## config.mk

```make
export PLATFORM = sky130hd
export DESIGN_NAME = core_mem_stage
export DESIGN_NICKNAME = d
export VERILOG_FILES = /design/src/rtl/core_mem_stage.sv
export SDC_FILE = /design/constraint.sdc
export NUM_CORES = 1
export LEC_CHECK = 0
export ABC_AREA = 1
export ABC_CLOCK_PERIOD_IN_PS = 11800
export CAP_MARGIN = 20
export CORE_UTILIZATION = 49
export DETAILED_ROUTE_END_ITERATION = 8
export GPL_TIMING_DRIVEN = 0
export PLACE_DENSITY = 0.86
export SLEW_MARGIN = 10
export SYNTH_ARGS = -nofsm -noshare
export SYNTH_HDL_FRONTEND = slang
export SYNTH_SLANG_ARGS = --single-unit
```

## constraint.sdc

```tcl
create_clock -name i_clk -period 11.8 [get_ports i_clk]
set_input_delay 2.36 -clock i_clk [delete_from_list [all_inputs] [get_ports i_clk]]
set_output_delay 2.36 -clock i_clk [all_outputs]
set_load 0.1 [all_outputs]
```

## src/rtl/core_mem_stage.sv

```systemverilog
// ============================================================================
// Module      : core_mem_stage
// Description : Memory stage: registers execute results, runs the load/store
//               unit against a req/gnt/rvalid data port, emits a WB bundle.
// Revision    : 1.0 - initial release
// ============================================================================
`default_nettype none
`timescale 1ns/1ps

module core_mem_stage #(
    parameter int XLEN = 32
) (
    input  logic            i_clk,
    input  logic            i_rst,
    input  logic            i_valid,
    input  logic [6:0]      i_opcode,
    input  logic [2:0]      i_funct3,
    input  logic [4:0]      i_rd,
    input  logic            i_reg_write,
    input  logic [XLEN-1:0] i_alu_result,
    input  logic [XLEN-1:0] i_store_data,
    output logic            o_stall,
    output logic            o_dmem_req,
    input  logic            i_dmem_gnt,
    output logic [XLEN-1:0] o_dmem_addr,
    output logic            o_dmem_we,
    output logic [3:0]      o_dmem_be,
    output logic [XLEN-1:0] o_dmem_wdata,
    input  logic            i_dmem_rvalid,
    input  logic [XLEN-1:0] i_dmem_rdata,
    output logic            o_wb_valid,
    output logic            o_wb_reg_write,
    output logic [4:0]      o_wb_rd,
    output logic [XLEN-1:0] o_wb_data,
    output logic            o_exc
);

    localparam logic [6:0] c_OP_LOAD  = 7'b0000011;
    localparam logic [6:0] c_OP_STORE = 7'b0100011;

    typedef enum logic [1:0] {
        ST_IDLE = 2'd0,
        ST_REQ  = 2'd1,
        ST_WAIT = 2'd2
    } state_t;

    state_t r_state;
    state_t w_state_nxt;

    logic [XLEN-1:0] r_addr;
    logic [2:0]      r_funct3;
    logic [4:0]      r_rd;
    logic            r_reg_write;
    logic            r_is_store;
    logic [XLEN-1:0] r_store_data;

    logic            r_wb_valid;
    logic            r_wb_reg_write;
    logic [4:0]      r_wb_rd;
    logic [XLEN-1:0] r_wb_data;
    logic            r_exc;

    logic            w_idle;
    logic            w_is_load;
    logic            w_is_store;
    logic            w_is_mem;
    logic            w_f3_legal;
    logic            w_misaligned;
    logic            w_mem_ok;
    logic            w_mem_bad;
    logic            w_req;
    logic [3:0]      w_be;
    logic [XLEN-1:0] w_wdata;
    logic [XLEN-1:0] w_rshift_b;
    logic [XLEN-1:0] w_rshift_h;
    logic [7:0]      w_rbyte;
    logic [15:0]     w_rhalf;
    logic [XLEN-1:0] w_load_data;

    // ------------------------------------------------------------------
    // Issue decode (only meaningful while idle)
    // ------------------------------------------------------------------
    assign w_idle     = (r_state == ST_IDLE);
    assign w_is_load  = (i_opcode == c_OP_LOAD);
    assign w_is_store = (i_opcode == c_OP_STORE);
    assign w_is_mem   = w_is_load | w_is_store;

    always_comb begin
        w_f3_legal = 1'b0;
        if (w_is_load) begin
            w_f3_legal = (i_funct3 == 3'd0) || (i_funct3 == 3'd1) || (i_funct3 == 3'd2) ||
                         (i_funct3 == 3'd4) || (i_funct3 == 3'd5);
        end else if (w_is_store) begin
            w_f3_legal = (i_funct3 == 3'd0) || (i_funct3 == 3'd1) || (i_funct3 == 3'd2);
        end
    end

    assign w_misaligned = ((i_funct3[1:0] == 2'b01) && i_alu_result[0]) ||
                          ((i_funct3[1:0] == 2'b10) && (i_alu_result[1:0] != 2'b00));
    assign w_mem_ok     = w_is_mem & w_f3_legal & ~w_misaligned;
    assign w_mem_bad    = w_is_mem & ~(w_f3_legal & ~w_misaligned);

    // ------------------------------------------------------------------
    // FSM
    // ------------------------------------------------------------------
    always_ff @(posedge i_clk or posedge i_rst) begin
        if (i_rst) begin
            r_state <= ST_IDLE;
        end else begin
            r_state <= w_state_nxt;
        end
    end

    always_comb begin
        w_state_nxt = r_state;
        case (r_state)
            ST_IDLE: begin
                if (i_valid && w_mem_ok) begin
                    w_state_nxt = ST_REQ;
                end
            end
            ST_REQ: begin
                if (i_dmem_gnt) begin
                    w_state_nxt = r_is_store ? ST_IDLE : ST_WAIT;
                end
            end
            ST_WAIT: begin
                if (i_dmem_rvalid) begin
                    w_state_nxt = ST_IDLE;
                end
            end
            default: w_state_nxt = ST_IDLE;
        endcase
    end

    // ------------------------------------------------------------------
    // Access latch: captured once at issue, stable for the whole access
    // ------------------------------------------------------------------
    always_ff @(posedge i_clk or posedge i_rst) begin
        if (i_rst) begin
            r_addr       <= '0;
            r_funct3     <= '0;
            r_rd         <= '0;
            r_reg_write  <= 1'b0;
            r_is_store   <= 1'b0;
            r_store_data <= '0;
        end else if (w_idle && i_valid && w_mem_ok) begin
            r_addr       <= i_alu_result;
            r_funct3     <= i_funct3;
            r_rd         <= i_rd;
            r_reg_write  <= i_reg_write;
            r_is_store   <= w_is_store;
            r_store_data <= i_store_data;
        end
    end

    // ------------------------------------------------------------------
    // Request lanes
    // ------------------------------------------------------------------
    always_comb begin
        w_be    = 4'b1111;
        w_wdata = r_store_data;
        case (r_funct3[1:0])
            2'b00: begin
                w_be    = 4'b0001 << r_addr[1:0];
                w_wdata = {(XLEN/8){r_store_data[7:0]}};
            end
            2'b01: begin
                w_be    = 4'b0011 << r_addr[1:0];
                w_wdata = {(XLEN/16){r_store_data[15:0]}};
            end
            default: begin
                w_be    = 4'b1111;
                w_wdata = r_store_data;
            end
        endcase
    end

    // Port is quiet outside REQ so reset and idle both present all-zero
    assign w_req        = (r_state == ST_REQ);
    assign o_dmem_req   = w_req;
    assign o_dmem_addr  = w_req ? {r_addr[XLEN-1:2], 2'b00} : '0;
    assign o_dmem_we    = w_req & r_is_store;
    assign o_dmem_be    = w_req ? w_be : 4'b0000;
    assign o_dmem_wdata = w_req ? w_wdata : '0;

    // ------------------------------------------------------------------
    // Load data formatting
    // ------------------------------------------------------------------
    assign w_rshift_b = i_dmem_rdata >> {r_addr[1:0], 3'b000};
    assign w_rshift_h = i_dmem_rdata >> {r_addr[1], 4'b0000};
    assign w_rbyte    = w_rshift_b[7:0];
    assign w_rhalf    = w_rshift_h[15:0];

    always_comb begin
        w_load_data = i_dmem_rdata;
        case (r_funct3)
            3'd0:    w_load_data = {{(XLEN-8){w_rbyte[7]}}, w_rbyte};
            3'd1:    w_load_data = {{(XLEN-16){w_rhalf[15]}}, w_rhalf};
            3'd4:    w_load_data = {{(XLEN-8){1'b0}}, w_rbyte};
            3'd5:    w_load_data = {{(XLEN-16){1'b0}}, w_rhalf};
            default: w_load_data = i_dmem_rdata;
        endcase
    end

    // ------------------------------------------------------------------
    // Write-back bundle: valid/exc pulse, data/rd hold between pulses
    // ------------------------------------------------------------------
    always_ff @(posedge i_clk or posedge i_rst) begin
        if (i_rst) begin
            r_wb_valid     <= 1'b0;
            r_wb_reg_write <= 1'b0;
            r_wb_rd        <= '0;
            r_wb_data      <= '0;
            r_exc          <= 1'b0;
        end else begin
            r_wb_valid <= 1'b0;
            r_exc      <= 1'b0;
            case (r_state)
                ST_IDLE: begin
                    if (i_valid && !w_is_mem) begin
                        r_wb_valid     <= 1'b1;
                        r_wb_data      <= i_alu_result;
                        r_wb_rd        <= i_rd;
                        r_wb_reg_write <= i_reg_write & (i_rd != 5'd0);
                    end else if (i_valid && w_mem_bad) begin
                        r_wb_valid     <= 1'b1;
                        r_exc          <= 1'b1;
                        r_wb_data      <= i_alu_result;
                        r_wb_rd        <= i_rd;
                        r_wb_reg_write <= 1'b0;
                    end
                end
                ST_REQ: begin
                    if (i_dmem_gnt && r_is_store) begin
                        r_wb_valid     <= 1'b1;
                        r_wb_rd        <= r_rd;
                        r_wb_reg_write <= 1'b0;
                    end
                end
                ST_WAIT: begin
                    if (i_dmem_rvalid) begin
                        r_wb_valid     <= 1'b1;
                        r_wb_data      <= w_load_data;
                        r_wb_rd        <= r_rd;
                        r_wb_reg_write <= r_reg_write & (r_rd != 5'd0);
                    end
                end
                default: begin
                end
            endcase
        end
    end

    assign o_stall        = (r_state != ST_IDLE);
    assign o_wb_valid     = r_wb_valid;
    assign o_wb_reg_write = r_wb_reg_write;
    assign o_wb_rd        = r_wb_rd;
    assign o_wb_data      = r_wb_data;
    assign o_exc          = r_exc;

endmodule

`default_nettype wire

```

Yosys cells after proc, flatten, opt, wreduce, memory -nomap -nowiden
Index checks and enable logic that the tools add are counted.

Add/sub/neg operators: 0. Multiply operators: 0. Divide/modulo/power cells: 0. $lt $le $gt $ge: 0. Equality and inequality tests: 19. Shifts and indexed selects: 4. Muxes and demuxes: 34. Bitwise logic cells: 10. Reduce and logical (&&, ||, !) cells: 27.

Operator list (count): 32-bit two-way mux (5); 32-bit one-hot mux with 2 select lines (2); 32-bit one-hot mux with 4 select lines (1); 32-bit by 5-bit right shift with 16-bit output (1); 32-bit by 5-bit right shift with 8-bit output (1); 5-bit two-way mux (4); 5-bit one-hot mux with 3 select lines (1); 3-bit equality test (second input constant) (4); 1-bit two-way mux (12); 5-bit nonzero test (2); 1-bit logical AND (8); 2-bit two-way mux (4); 4-bit one-hot mux with 2 select lines (1); 1-bit bitwise AND (7); 7-bit by 2-bit equality test with 1-bit output (second input constant) (1); 7-bit by 6-bit equality test with 1-bit output (second input constant) (1); 2-bit by 1-bit equality test with 1-bit output (second input constant) (3); 3-bit by 1-bit equality test with 1-bit output (second input constant) (2); 3-bit zero test (2); 1-bit one-hot mux with 3 select lines (2); 2-bit one-hot mux with 3 select lines (1); 3-bit AND reduction (2); 2-bit nonzero test (3); 1-bit logical OR (5); other kinds (14) (19).

Register bits after elaboration: 116. Latch bits: 0. Bits in writable memories: 0. Memory bits (read-only): 0. Input bits: 117. Output and inout port bits: 111. Logic and storage cells: 106. Memories: 0.

Longest topological paths before layout
Depth in word-level cells: 13. Gate-level depth with buffers: 11. Depth with buffers taken out: 10.

Worst setup path after synthesis
No wires, ideal clock.

Path kind: flip-flop to output port. Start point: register r_state[1]. End point: output o_dmem_wdata[15]. Arrival time: 4.081 ns. Data required time: 9.440 ns. Slack: 5.359 ns. Cell stages (with the launch flop): 6. Buffers on the path: 1. Cells stage by stage: dfrtp_1 -> inv_1 -> ha_1 -> buf_2 -> clkinv_1 -> a211oi_1.

Cells in the longest elaborated chain, start to end: 2.

RTL lines: from (decl) (RTL line 47) `state_t r_state;`; from (signal assigned) (RTL line 110) `r_state <= w_state_nxt;`; 2-bit by 1-bit equality test with 1-bit output (RTL line 180) `assign w_req = (r_state == ST_REQ);`; net o_dmem_req (RTL line 23) `output logic o_dmem_req,`; 32-bit two-way mux (RTL line 185) `assign o_dmem_wdata = w_req ? w_wdata : '0;`; to (decl) (RTL line 28) `output logic [XLEN-1:0] o_dmem_wdata,`.

The timed path passes the listed nets, and every way through them passes these cells.

Final worst setup path
Start point: register r_state[1]. End point: output o_dmem_wdata[22].

Cells in the longest elaborated chain, start to end: 2.

RTL lines (RTL line): 2-bit by 1-bit equality test with 1-bit output (180); 32-bit two-way mux (185).

Every way passes these cells.

==> impl_results.md <==
* Total Routing Usage GR at 0.332
* Status: completed
* Crit-path cells: inv_1, ha_1, buf_2, clkbuf_1, o21ai_0, a21oi_1, clkdlybuf4s50_1
* Slew Limit Fails at 0
* Worst hold-check path type: register to register
* Gp weighted congestion at 0.948
* DR DRC count at 0
* Synth Register Bits at 116
* Max incr delay on CP at 1.19 ns
* Slew HR at 0.293
* Post-route antenna net violation count at 0
* FFs w/ async S/R, synth at 1.00
* Inserted Clock Buffers at 17
* Ratio of cells with drive above 1 in the final layout at 0.0657
* Worst-margin pin slew at 1.06 ns
* Clock sink count at 116
* Worst Hold Launch: r_addr[21]$_DFFE_PP0P_
* Post-synthesis area per instance at approximately 6.9 um^2
* DIE AREA at 13,700 um^2
* Cell Rows at 41
* Tcrit/Tclk final at 0.513
* Peak supply drop at 0.000297 V
* Minimum clock period at 6.05 ns
* Max_cap viols at 0
* CP Depth at 7
* Dpl hpwl at 16,400 um
* Clock transition at path regs at 0.06 ns
* Top-area cell type share of the netlist area at 0.447
* Final setup vio count at 0
* Crit. Startpoint: r_state[1]$_DFFE_PP0P_
* Hold Slack at 0.467 ns
* Vias in the first global route at 6,781
* Hold Path Depth at 2
* Register area share after synthesis at 0.447
* CP Max Fanout at 10
* PostCTS Resize Cnt at 0
* Die Y-Extent at between 100 and 150 um
* Post-Syn Area at between 6000 and 7000 um^2
* GR Overflow Total at 0
* WP buf/inv at 4
* Cts hold-fix bufs at 0
* Port Buffers at approximately 230
* Fmax achieved at 165 MHz
* Setup Skew at ~0.011 ns
* Critical Path AT at 3.69 ns
* CTS tree: yes
* Post-DR vias/cell at 5.24
* Io pins at ~230
* Count of cell types in the netlist at 33
* Family with the most delay on the worst path: buffers and inverters
* Final setup TNS at 0 ns
* Pleak at around 5 nW
* Synth area leader: dfrtp_1
* Synth top area cells: dfrtp_1, nand2_1, o21ai_0, inv_1, a21oi_1
* Die W at 117 um
* RSZ-0062 raised after global routing: false
* Final WL at about 22,000 um
* CP max-delay cell: clkdlybuf4s50_1
* Core area at 12,800 um^2
* Yosys warns at 0
* Vias at 7,208
* Pre-CTS setup slack at 6.30 ns
* Hold Fails Final Rpt at 0
* Worst-Skew Late Latency at 0.42 ns
* Wire length per cell at 16.1 um
* Post-synth EDFFs at 0
* Top_reg_cell synth: dfrtp_1
* CTS Buffer Depth at 2
* R2r worst-path depth at 9
* Root buf cell: clkbuf_16
* 1st-iter DRT viols at 673
* Synth-to-Final Area Change at 46.7%
* Initial antenna violation count at 0
* Flop2flop setup slack at a little under 10 ns
* Final core utilization at 0.746
* Crit path capture type: primary output
* Setup bufs post-CTS at 0
* WP data required at 9.44 ns
* Diodes inserted at 0
* Final setup margin at 5.75 ns
* RR Startpoint: r_state[1]$_DFFE_PP0P_
* Synth cell count leaders: nand2_1, dfrtp_1, inv_1, o21ai_0, nor2_1
* Startpoint Class: register
* Router iterations before antenna repair at 5
* Initial Util at 0.508
* Global-route wire length before repair at 33,800 um
* Largest net degree at the start of global routing at 75
* PD cells at around 280 nW/um^2
* Most frequent cell after synthesis: nand2_1
* H-tree levels at 4
* Worst setup path class: register to primary output
* # nets final at 1,314
* Final Power at around 0.0027 W
* Mapped Cells at 946
[per-stage QoR]
step / area (um^2) / std cells
2_1_floorplan: 6500 / 947
3_3_place_gp: 8970 / 1344
3_5_place_dp: 9000 / 1345
4_1_cts: 9530 / 1375
5_1_grt: 9530 / 1375
6_report: 9530 / 1375
[tightest hold or removal path, delay by kind of cell (launching register included)]
family	cells	cell delay, ns
and+or+nand+nor	2	0.09
DFF	1	0.34
[logic make-up after synthesis]
family | share of synthesized area
other | 0.000577
adder cells (fa/ha/maj) | 0.00963
AND/OR/NAND/NOR | 0.316
multiplexers | 0.00154
flip-flops | 0.447
buffers and inverters | 0.101
AO/OA/AOI/OAI | 0.125
[cell type report]
| class | count | area, um^2 |
|---|---|---|
| fill | 990 | 3250 |
| sequential | 116 | 2900 |
| multi-input combinational | 680 | 2940 |
| inverter | 98 | 373 |
| buffer | 53 | 287 |
| timing repair buffer | 226 | 2280 |
| clock buffer | 24 | 472 |
| tap | 172 | 215 |
| clock inverter | 6 | 55.1 |
[sequential cells by signal, indices dropped and copies added, names as in the netlist]
signal and cells:
r_is_store 1, r_addr 32, o_exc 1, o_wb_valid 1, r_reg_write 1, r_state 2
r_funct3 3, o_wb_reg_write 1, r_rd 5, r_store_data 32, o_wb_data 32, o_wb_rd 5
[power by group]
group / total [W] / leakage [nW] / switching (W) / internal, W
registers: 0.000551 / 1.41 / 0.0000562 / 0.000494
clock network: 0.000470 / 0.263 / 0.000174 / 0.000295
logic: 0.00168 / 3.19 / 0.00130 / 0.000382
[layout by cell type (no fill, tap or decap), drive strengths merged, types with 5 or more instances in the layout]
master         count
buf               34
clkbuf            44
o22ai              6
o21ai             91
nand2            407
nor2              68
a21oi             51
nand3             24
clkdlybuf4s50    225
inv               97
or2               10
dfrtp            116
clkinv             6
ha                 5
[worst paths after layout]
check | to
min | r_addr[21]$_DFFE_PP0P_
max reg2reg | o_wb_rd[2]$_DFFE_PP0P_
max in group asynchronous | r_rd[0]$_DFFE_PP0P_
max | o_dmem_wdata[22]
min reg2reg | r_addr[21]$_DFFE_PP0P_
min in group asynchronous | r_addr[21]$_DFFE_PP0P_
[metal layers]
layer  track usage  wire, um
met5             0         0
met4         0.170       819
met2         0.541     10300
met3        0.0772      2040
met1         0.414      8900
Note: power is estimated with default switching activity, not from simulation.
